$ cat src/rtl/fetch_unit_if.sv
// fetch_unit_if: instruction memory read port between the fetch stage and instruction memory.
interface fetch_unit_if;
   logic [31:0] i_inst_addr;
   logic [31:0] i_inst_rdata;
   modport master (output i_inst_addr, input i_inst_rdata);
   modport slave  (input i_inst_addr, output i_inst_rdata);
endinterface

$ cat src/rtl/fetch_unit.sv
// fetch_unit: PC register with prioritised redirect and combinational AdEL detection.
module fetch_unit #(
   parameter logic [31:0] INIT_PC    = 32'h0000_3000,
   parameter logic [31:0] HANDLER_PC = 32'h0000_4180,
   parameter logic [31:0] IM_LO      = 32'h0000_3000,
   parameter logic [31:0] IM_HI      = 32'h0000_6FFC
) (
   input  logic         clk,
   input  logic         reset,
   input  logic         stall,
   input  logic         exc_req,
   input  logic         eret_en,
   input  logic [31:0]  epc,
   input  logic         br_taken,
   input  logic [31:0]  br_target,
   fetch_unit_if.master imem,
   output logic [31:0]  F_PC,
   output logic [31:0]  F_instr,
   output logic [4:0]   F_ExcCode
);
   logic [31:0] r_pc = INIT_PC;
   logic [31:0] w_next_pc;
   logic        w_adel;
   // exc/eret outrank stall so CP0 redirects are never lost behind a hazard
   assign w_next_pc = exc_req ? HANDLER_PC :
                      eret_en ? epc :
                      stall ? r_pc :
                      br_taken ? br_target : r_pc + 32'd4;
   assign w_adel = (|r_pc[1:0]) || (r_pc < IM_LO) || (r_pc > IM_HI);
   always_ff @(posedge clk) r_pc <= reset ? INIT_PC : w_next_pc;
   assign F_PC             = r_pc;
   assign imem.i_inst_addr = r_pc;
   assign F_ExcCode        = w_adel ? 5'd4 : 5'd0;
   assign F_instr          = w_adel ? 32'h0000_0000 : imem.i_inst_rdata;
endmodule

$ cat src/flat_wrapper.sv
// flat-port wrapper written by rule: the top's interface ports become plain ports
module fetch_unit_flat 
#(
   parameter logic [31:0] INIT_PC    = 32'h0000_3000,
   parameter logic [31:0] HANDLER_PC = 32'h0000_4180,
   parameter logic [31:0] IM_LO      = 32'h0000_3000,
   parameter logic [31:0] IM_HI      = 32'h0000_6FFC
)
  (clk, reset, stall, exc_req, eret_en, epc, br_taken, br_target, F_PC, F_instr, F_ExcCode, imem_i_inst_addr, imem_i_inst_rdata);
  fetch_unit_if imem_i ();
  input  logic clk;
  input  logic reset;
  input  logic stall;
  input  logic exc_req;
  input  logic eret_en;
  input  logic [31:0] epc;
  input  logic br_taken;
  input  logic [31:0] br_target;
  output logic [31:0] F_PC;
  output logic [31:0] F_instr;
  output logic [4:0] F_ExcCode;
  output wire logic [$bits(imem_i.i_inst_addr)-1:0] imem_i_inst_addr;
  input wire logic [$bits(imem_i.i_inst_rdata)-1:0] imem_i_inst_rdata;
  assign imem_i_inst_addr = imem_i.i_inst_addr;
  assign imem_i.i_inst_rdata = imem_i_inst_rdata;
  fetch_unit #(.INIT_PC(INIT_PC), .HANDLER_PC(HANDLER_PC), .IM_LO(IM_LO), .IM_HI(IM_HI)) u_core (.clk(clk), .reset(reset), .stall(stall), .exc_req(exc_req), .eret_en(eret_en), .epc(epc), .br_taken(br_taken), .br_target(br_target), .imem(imem_i), .F_PC(F_PC), .F_instr(F_instr), .F_ExcCode(F_ExcCode));
endmodule
$ cat config.mk
export PLATFORM = sky130hd
export DESIGN_NAME = fetch_unit_flat
export DESIGN_NICKNAME = d
export VERILOG_FILES = /design/src/rtl/fetch_unit_if.sv /design/src/rtl/fetch_unit.sv /design/src/flat_wrapper.sv
export SDC_FILE = /design/constraint.sdc
export NUM_CORES = 1
export LEC_CHECK = 0
export BUFFER_PORTS_ARGS = -buffer_cell sky130_fd_sc_hd__buf_4
export CAP_MARGIN = 0
export CORE_ASPECT_RATIO = 1.25
export CORE_MARGIN = 1
export CORE_UTILIZATION = 46
export CTS_BUF_LIST = sky130_fd_sc_hd__clkbuf_16
export DETAILED_ROUTE_END_ITERATION = 16
export PLACE_DENSITY = 0.95
export SYNTH_ARGS = -nofsm -noshare
export SYNTH_HDL_FRONTEND = slang
export SYNTH_SLANG_ARGS = --single-unit
$ cat constraint.sdc
create_clock -name clk -period 2.8 [get_ports clk]
set_input_delay 0.42 -clock clk [delete_from_list [all_inputs] [get_ports clk]]
set_output_delay 0.42 -clock clk [all_outputs]
set_load 0.02 [all_outputs]
==> results of run 1 <==
final timing paths:
path,slack (ns),endpoint,cells past startpoint,from
setup / recovery,0.44,F_instr[6],6,u_core.F_PC[31]
hold / removal,0.37,u_core.F_PC[14],2,reset
setup reg to reg,0.60,u_core.F_PC[29],5,u_core.F_PC[7]
hold reg to reg,0.60,u_core.F_PC[31],2,u_core.F_PC[30]
report_power, final:
part           switching, W  leakage [nW]  internal (W)
combinational      0.000296          1.66      0.000274
clock              0.000199        0.0738      0.000320
sequential        0.0000477         0.262      0.000478
layout by cell type (no fill, tap or decap), types with 6 or more instances in the layout:
master    netlist  routed
inv_1          11      13
nor4_1         11      11
a21oi_1        45      45
buf_4          39     205
nand2_1        32      32
nor2_1         34      34
o21ai_0        25      25
a221oi_1        6       6
nor3_1         12      11
mux2i_1        10      10
dfxtp_1        32      32
nand3_1        14      14
and2_1         33      33
nand4_1         6       6
per-layer routing:
layer | part of all wire [%] | GRT usage, % | routed length, µm | up-vias
met1 | 34 | 34.7 | 3940 | 1822
li1 | - | - | - | 1778
met3 | 11 | 11.0 | 1300 | 45
met4 | 3.5 | 13.3 | 410 | 2
met2 | 51 | 58.3 | 5920 | 246
met5 | 0.11 | 0 | 13 | -
critical path: stages, from the launching register on:
cell	delay, ns
dfxtp_1	0.37
nor4_1	0.35
nand3_1	0.15
nor3_2	0.19
buf_4	0.27
and2_1	0.18
buf_4	0.14
through the flow:
step / total power (W) / hold WS (ns) / utilization (%) / worst slack, ns / cell area (µm²)
2_1_floorplan: 0.000852 / 0.492 / - / 0.632 / 2970
3_3_place_gp: 0.00109 / 0.562 / 67.5 / 0.721 / 4190
3_5_place_dp: 0.00110 / 0.576 / 67.5 / 0.675 / 4190
4_1_cts: 0.00161 / 0.365 / 69.7 / 0.443 / 4330
5_1_grt: 0.00168 / 0.371 / 69.7 / 0.300 / 4330
6_report: 0.00162 / 0.370 / 69.8 / 0.440 / 4330
logic make-up after synthesis:
family	count (synthesis)
compound gates	122
xor+xnor	4
fa+ha+maj	1
buf+inv	78
flops	32
mux	11
other cells	1
simple gates	172
layout make-up:
type                            count  area, µm²
Antenna cell                        1       2.50
Clock buffer                        5        125
Clock inverter                      3       11.3
Fill cell                         534       1880
Inverter                           11       41.3
Multi-Input combinational cell    314       1860
Sequential cell                    32        641
Tap cell                           85        106
Timing Repair Buffer              205       1540
==> run_results.csv, run 1 <==
group,metric,value,unit
die,io_pins,203,
critical_path,criticalPathCategory,"flop to primary output",
synth,synth_top_family_by_area,"simple AND/OR/NAND/NOR gates",
route,totalWireLength,11600,µm
route,drc_violations,0,
cts,cts-root-to-sink-buffers,2,
place,numPortBuffers,198,
synth,synth-compound-area-share,26.1,%
route,detail_route.first_pass.iterations,5,
cts,post-cts-setup-buffers,0,
sta,worst_slew_pin_slew,0.618,ns
cts,cts_num_sinks,32,
sta,timing.final.setup_violations,0,
global_routing,groute.usage.overall,32.9,%
power,power_density,373,mW/mm²
cts,cts_tree,"yes",
die,dieHeight,91.6,µm
flow_run,max-cap-violations,0,
power,static-leakage-power,1.99,nW
critical_path,cp.arrival,1.94,ns
critical_path,crit_path_max_fanout,33,
place,global_placement_routability_congestion,0.965,
synth,synth_adder_area_share,0.423,%
cts,tritoncts.num_buffers,5,
route,routedWlPerCell,17.7,µm
critical_path,endpoint_type_of_the_worst_setup_path,"primary output",
critical_path,start_kind,"flop",
cts,cts_root_buffer,"clkbuf_16",
synth,yosysMostFrequentCell,"a21oi_1",
cts,cts.reportedPaths.clkPinSlew,0.05,ns
layout,drive_above_1_share,38.9,%
global_routing,grt_antenna_before_repair,1,
route,drtAntennaViolNets,0,
synth,yosys.area.top_type,"dfxtp_1",
synth,syn_inst,421,
cts,ctsHtreeMaxLevel,2,
die,row_count,32,
layout,area_growth,46.5,%
place,half_perimeter_wire_length_after_detailed_placement,8890,µm
synth,yosys-top-cells-area,"dfxtp_1 (22%), buf_4 (9.9%), a21oi_1 (7.6%)",
run_status,outcome,"finished, final reports clean",
cts,post_cts_resized,0,
place,dp.cells,647,
synth,async_flop_share,0,%
die,initial_utilization,47.6,%
critical_path,worst_ep_required,2.38,ns
sta,final.setup_skew,0.00259,ns
worst_hold_path,hold_path.class,"input port to flop",
sta,unrepaired_setup_endpoints_after_global_routing,"false",
synth,ys_ff_latch,32,
synth,synth.mux.area_fraction,3.77,%
synth,post_synth_most_frequent_cells,"a21oi_1 (45), buf_4 (39), nor2_1 (34)",
sta,slew-limit-headroom,58.6,%
synth,synth-main-ff-cell,"dfxtp_1",
route,avgViaCountPerCell,5.93,
global_routing,grt_overflow_total,0,
route,route.vias.total,3893,
sta,final-max-slew-violation-count,0,
route,drtIter0Drc,339,
global_routing,grt_max_degree,38,
sta,timing.final.crit_share,84.3,%
synth,synthesis.yosys.warnings,0,
layout,final_cell_count_no_fill,656,
sta,fin_setup_tns,0,ns
global_routing,grt_first_pass_wirelength,17000,µm
sta,hold_viol_final,0,
layout,num-nets-final,672,
synth,synthesis.area,0.00296,mm²
synth,synth-simple-area-share,30.9,%
power,vdd_drop_max,0.211,mV
die,dieArea,0.00675,mm²
cts,hold_buffers,0,
synth,synth.avg_cell_area,7.02,µm²
sta,achievable-frequency,424,MHz
sta,min_period,2.36,ns
synth,synth-edff-count,0,
synth,yosysUniqueCellTypes,54,
synth,netlist.area_leader.share,21.7,%
cts,worst_skew_pair.late_latency,0.28,ns
layout,largest_register_ffs,30,
synth,synthXorXnorAreaFrac,1.18,%
die,floorplan.die.width,73.7,µm
global_routing,via_count_of_the_first_global_routing_pass,3452,
synth,synth_seq_area_share,21.7,%
die,design.core.area,0.00621,mm²
Power figures use the tool's default switching activity.
==> inputs of run 2 (changes only) <==
CORE_UTILIZATION = 38   (was 46)
PLACE_DENSITY = 0.88   (was 0.95)
clock period = 2.1 ns   (was 2.8 ns; I/O delays follow)
==> run 2 against run 1 <==
Register-to-register slack got worse by 0.51 ns. Sequential share of layout area fell by 1.3 points. Sequential cell count did not move. Highest routed layer unchanged.
==> run_results.csv, run 2 (synthesis gave the netlist of run 1 again) <==
group,metric,value,unit
run_status,outcome,"finished, final reports clean",
global_routing,grt_overflow_total,0,
layout,mostFrequentLayoutCell,"buf_4",
layout,area_growth,65.8,%
sta,timing.final.crit_share,99.6,%
sta,final.setup_skew,0.00685,ns
global_routing,grt_antenna_before_repair,1,
global_routing,grt_first_pass_wirelength,17700,µm
critical_path,critical-path-slowest-cell,"dfxtp_4",
layout,final_cell_area,0.00490,mm²
cts,cts_num_sinks,32,
power,vdd_drop_max,0.324,mV
critical_path,worstPathCellList,"nor4_4 -> nand3_2 -> nor3_4 -> buf_6 -> buf_16 -> and2_1 -> buf_6",
critical_path,cp.arrival,1.78,ns
critical_path,crit_path_max_fanout,16,
global_routing,grt_max_degree,60,
critical_path,endpoint_type_of_the_worst_setup_path,"primary output",
die,floorplan.die.width,80.9,µm
die,io_pins,203,
route,avgViaCountPerCell,5.70,
place,half_perimeter_wire_length_after_detailed_placement,9270,µm
die,dieHeight,101,µm
sta,slew-limit-headroom,62.7,%
flow_run,max-cap-violations,0,
worst_hold_path,hold_path.class,"input port to flop",
sta,worst_slew_pin_slew,0.555,ns
power,power_density,494,mW/mm²
route,drtIter0Drc,260,
cts,hold_buffers,0,
layout,drive_above_1_share,47.3,%
sta,min_period,2.09,ns
cts,worst_skew_pair.late_latency,0.28,ns
critical_path,worst_ep_required,1.78,ns
sta,hold_viol_final,0,
layout,post-route-util,65.8,%
cts,cts_root_buffer,"clkbuf_16",
route,drc_violations,0,
place,post-place-ws,0.0211,ns
power,static-leakage-power,2.27,nW
place,placedInstanceArea,0.00449,mm²
cts,cts.reportedPaths.clkPinSlew,0.06,ns
place,numPortBuffers,198,
critical_path,start_kind,"flop",
layout,largest_register_ffs,30,
sta,unrepaired_setup_endpoints_after_global_routing,"true",
global_routing,groute.usage.overall,28.8,%
cts,ctsHtreeMaxLevel,2,
critical_path,cp_common_cell,"buf_6",
route,route.vias.total,3994,
critical_path,criticalPathCategory,"flop to primary output",
sta,final-max-slew-violation-count,0,
cts,tritoncts.num_buffers,5,
cts,cts_tree,"yes",
layout,antenna_cells,0,
die,design.core.area,0.00744,mm²
die,dieArea,0.00814,mm²
sta,layout_setup_ws,0.00854,ns
die,initial_utilization,39.7,%
place,global_placement_routability_congestion,0.937,
route,drtAntennaViolNets,0,
route,detail_route.first_pass.iterations,6,
layout,num-nets-final,711,
die,row_count,35,
cts,cts-root-to-sink-buffers,2,
layout,highest_count_cells_in_the_layout_ignoring_fill_and_taps,"buf_4 (220), a21oi_1 (45), nor2_1 (34)",
critical_path,critPathMaxStageDelay,0.36,ns
sta,timing.final.setup_violations,0,
global_routing,via_count_of_the_first_global_routing_pass,3654,
route,totalWireLength,12400,µm
sta,achievable-frequency,478,MHz
route,routedWlPerCell,17.7,µm
## run 2: per-layer routing
| metal | routed length (µm) | up-vias | global-route usage, % |
|---|---|---|---|
| met5 | 17 | - | 0 |
| met4 | 391 | 2 | 14.4 |
| met3 | 1150 | 40 | 7.24 |
| met2 | 6820 | 234 | 55.6 |
| met1 | 4030 | 1871 | 27.3 |
| li1 | - | 1847 | - |
## run 2: area by class of cell
class / count / area [µm²]
Multi-Input combinational cell: 314 / 1970
Timing Repair Buffer: 244 / 1950
Fill cell: 605 / 2540
Inverter: 11 / 41.3
Clock inverter: 3 / 38.8
Sequential cell: 32 / 659
Tap cell: 92 / 115
Clock buffer: 5 / 125
## run 2: what timing repair did
action,CTS,global route
pin swaps,8,7
setup endpoints to repair,33,38
gates cloned,1,0
gates resized for setup,26,30
setup buffers,3,1
## run 2: final timing paths
path,start,endpoint,slack [ns],depth (start not counted)
setup / recovery,u_core.F_PC[27],F_instr[13],0.009,7
hold / removal,reset,u_core.F_PC[7],0.27,2
setup reg to reg,u_core.F_PC[6],u_core.F_PC[29],0.09,5
hold reg to reg,u_core.F_PC[22],u_core.F_PC[22],0.60,2
## run 2: worst max-delay path: cells and delay by family (launching register included)
| family | cells | cell delay, ns |
|---|---|---|
| AND/OR/NAND/NOR | 4 | 0.75 |
| buffers and inverters | 3 | 0.38 |
| flip-flops | 1 | 0.36 |
## run 2: power by group
part           total (W)  switching [W]  internal, W
combinational   0.000926       0.000467     0.000459
clock           0.000826       0.000273     0.000553
sequential      0.000671      0.0000341     0.000637
total            0.00242       0.000774      0.00165
## run 2: through the flow
| stage | total power [W] | cells | setup TNS (ns) | hold slack, ns |
|---|---|---|---|---|
| detailed placement | 0.00153 | 689 | 0 | 0.546 |
| finish | 0.00242 | 701 | 0 | 0.266 |
| floorplan | 0.00114 | 424 | 0 | 0.387 |
| global placement | 0.00151 | 689 | 0 | 0.540 |
| CTS | 0.00240 | 701 | -0.505 | 0.256 |
| global route | 0.00251 | 701 | -0.810 | 0.265 |
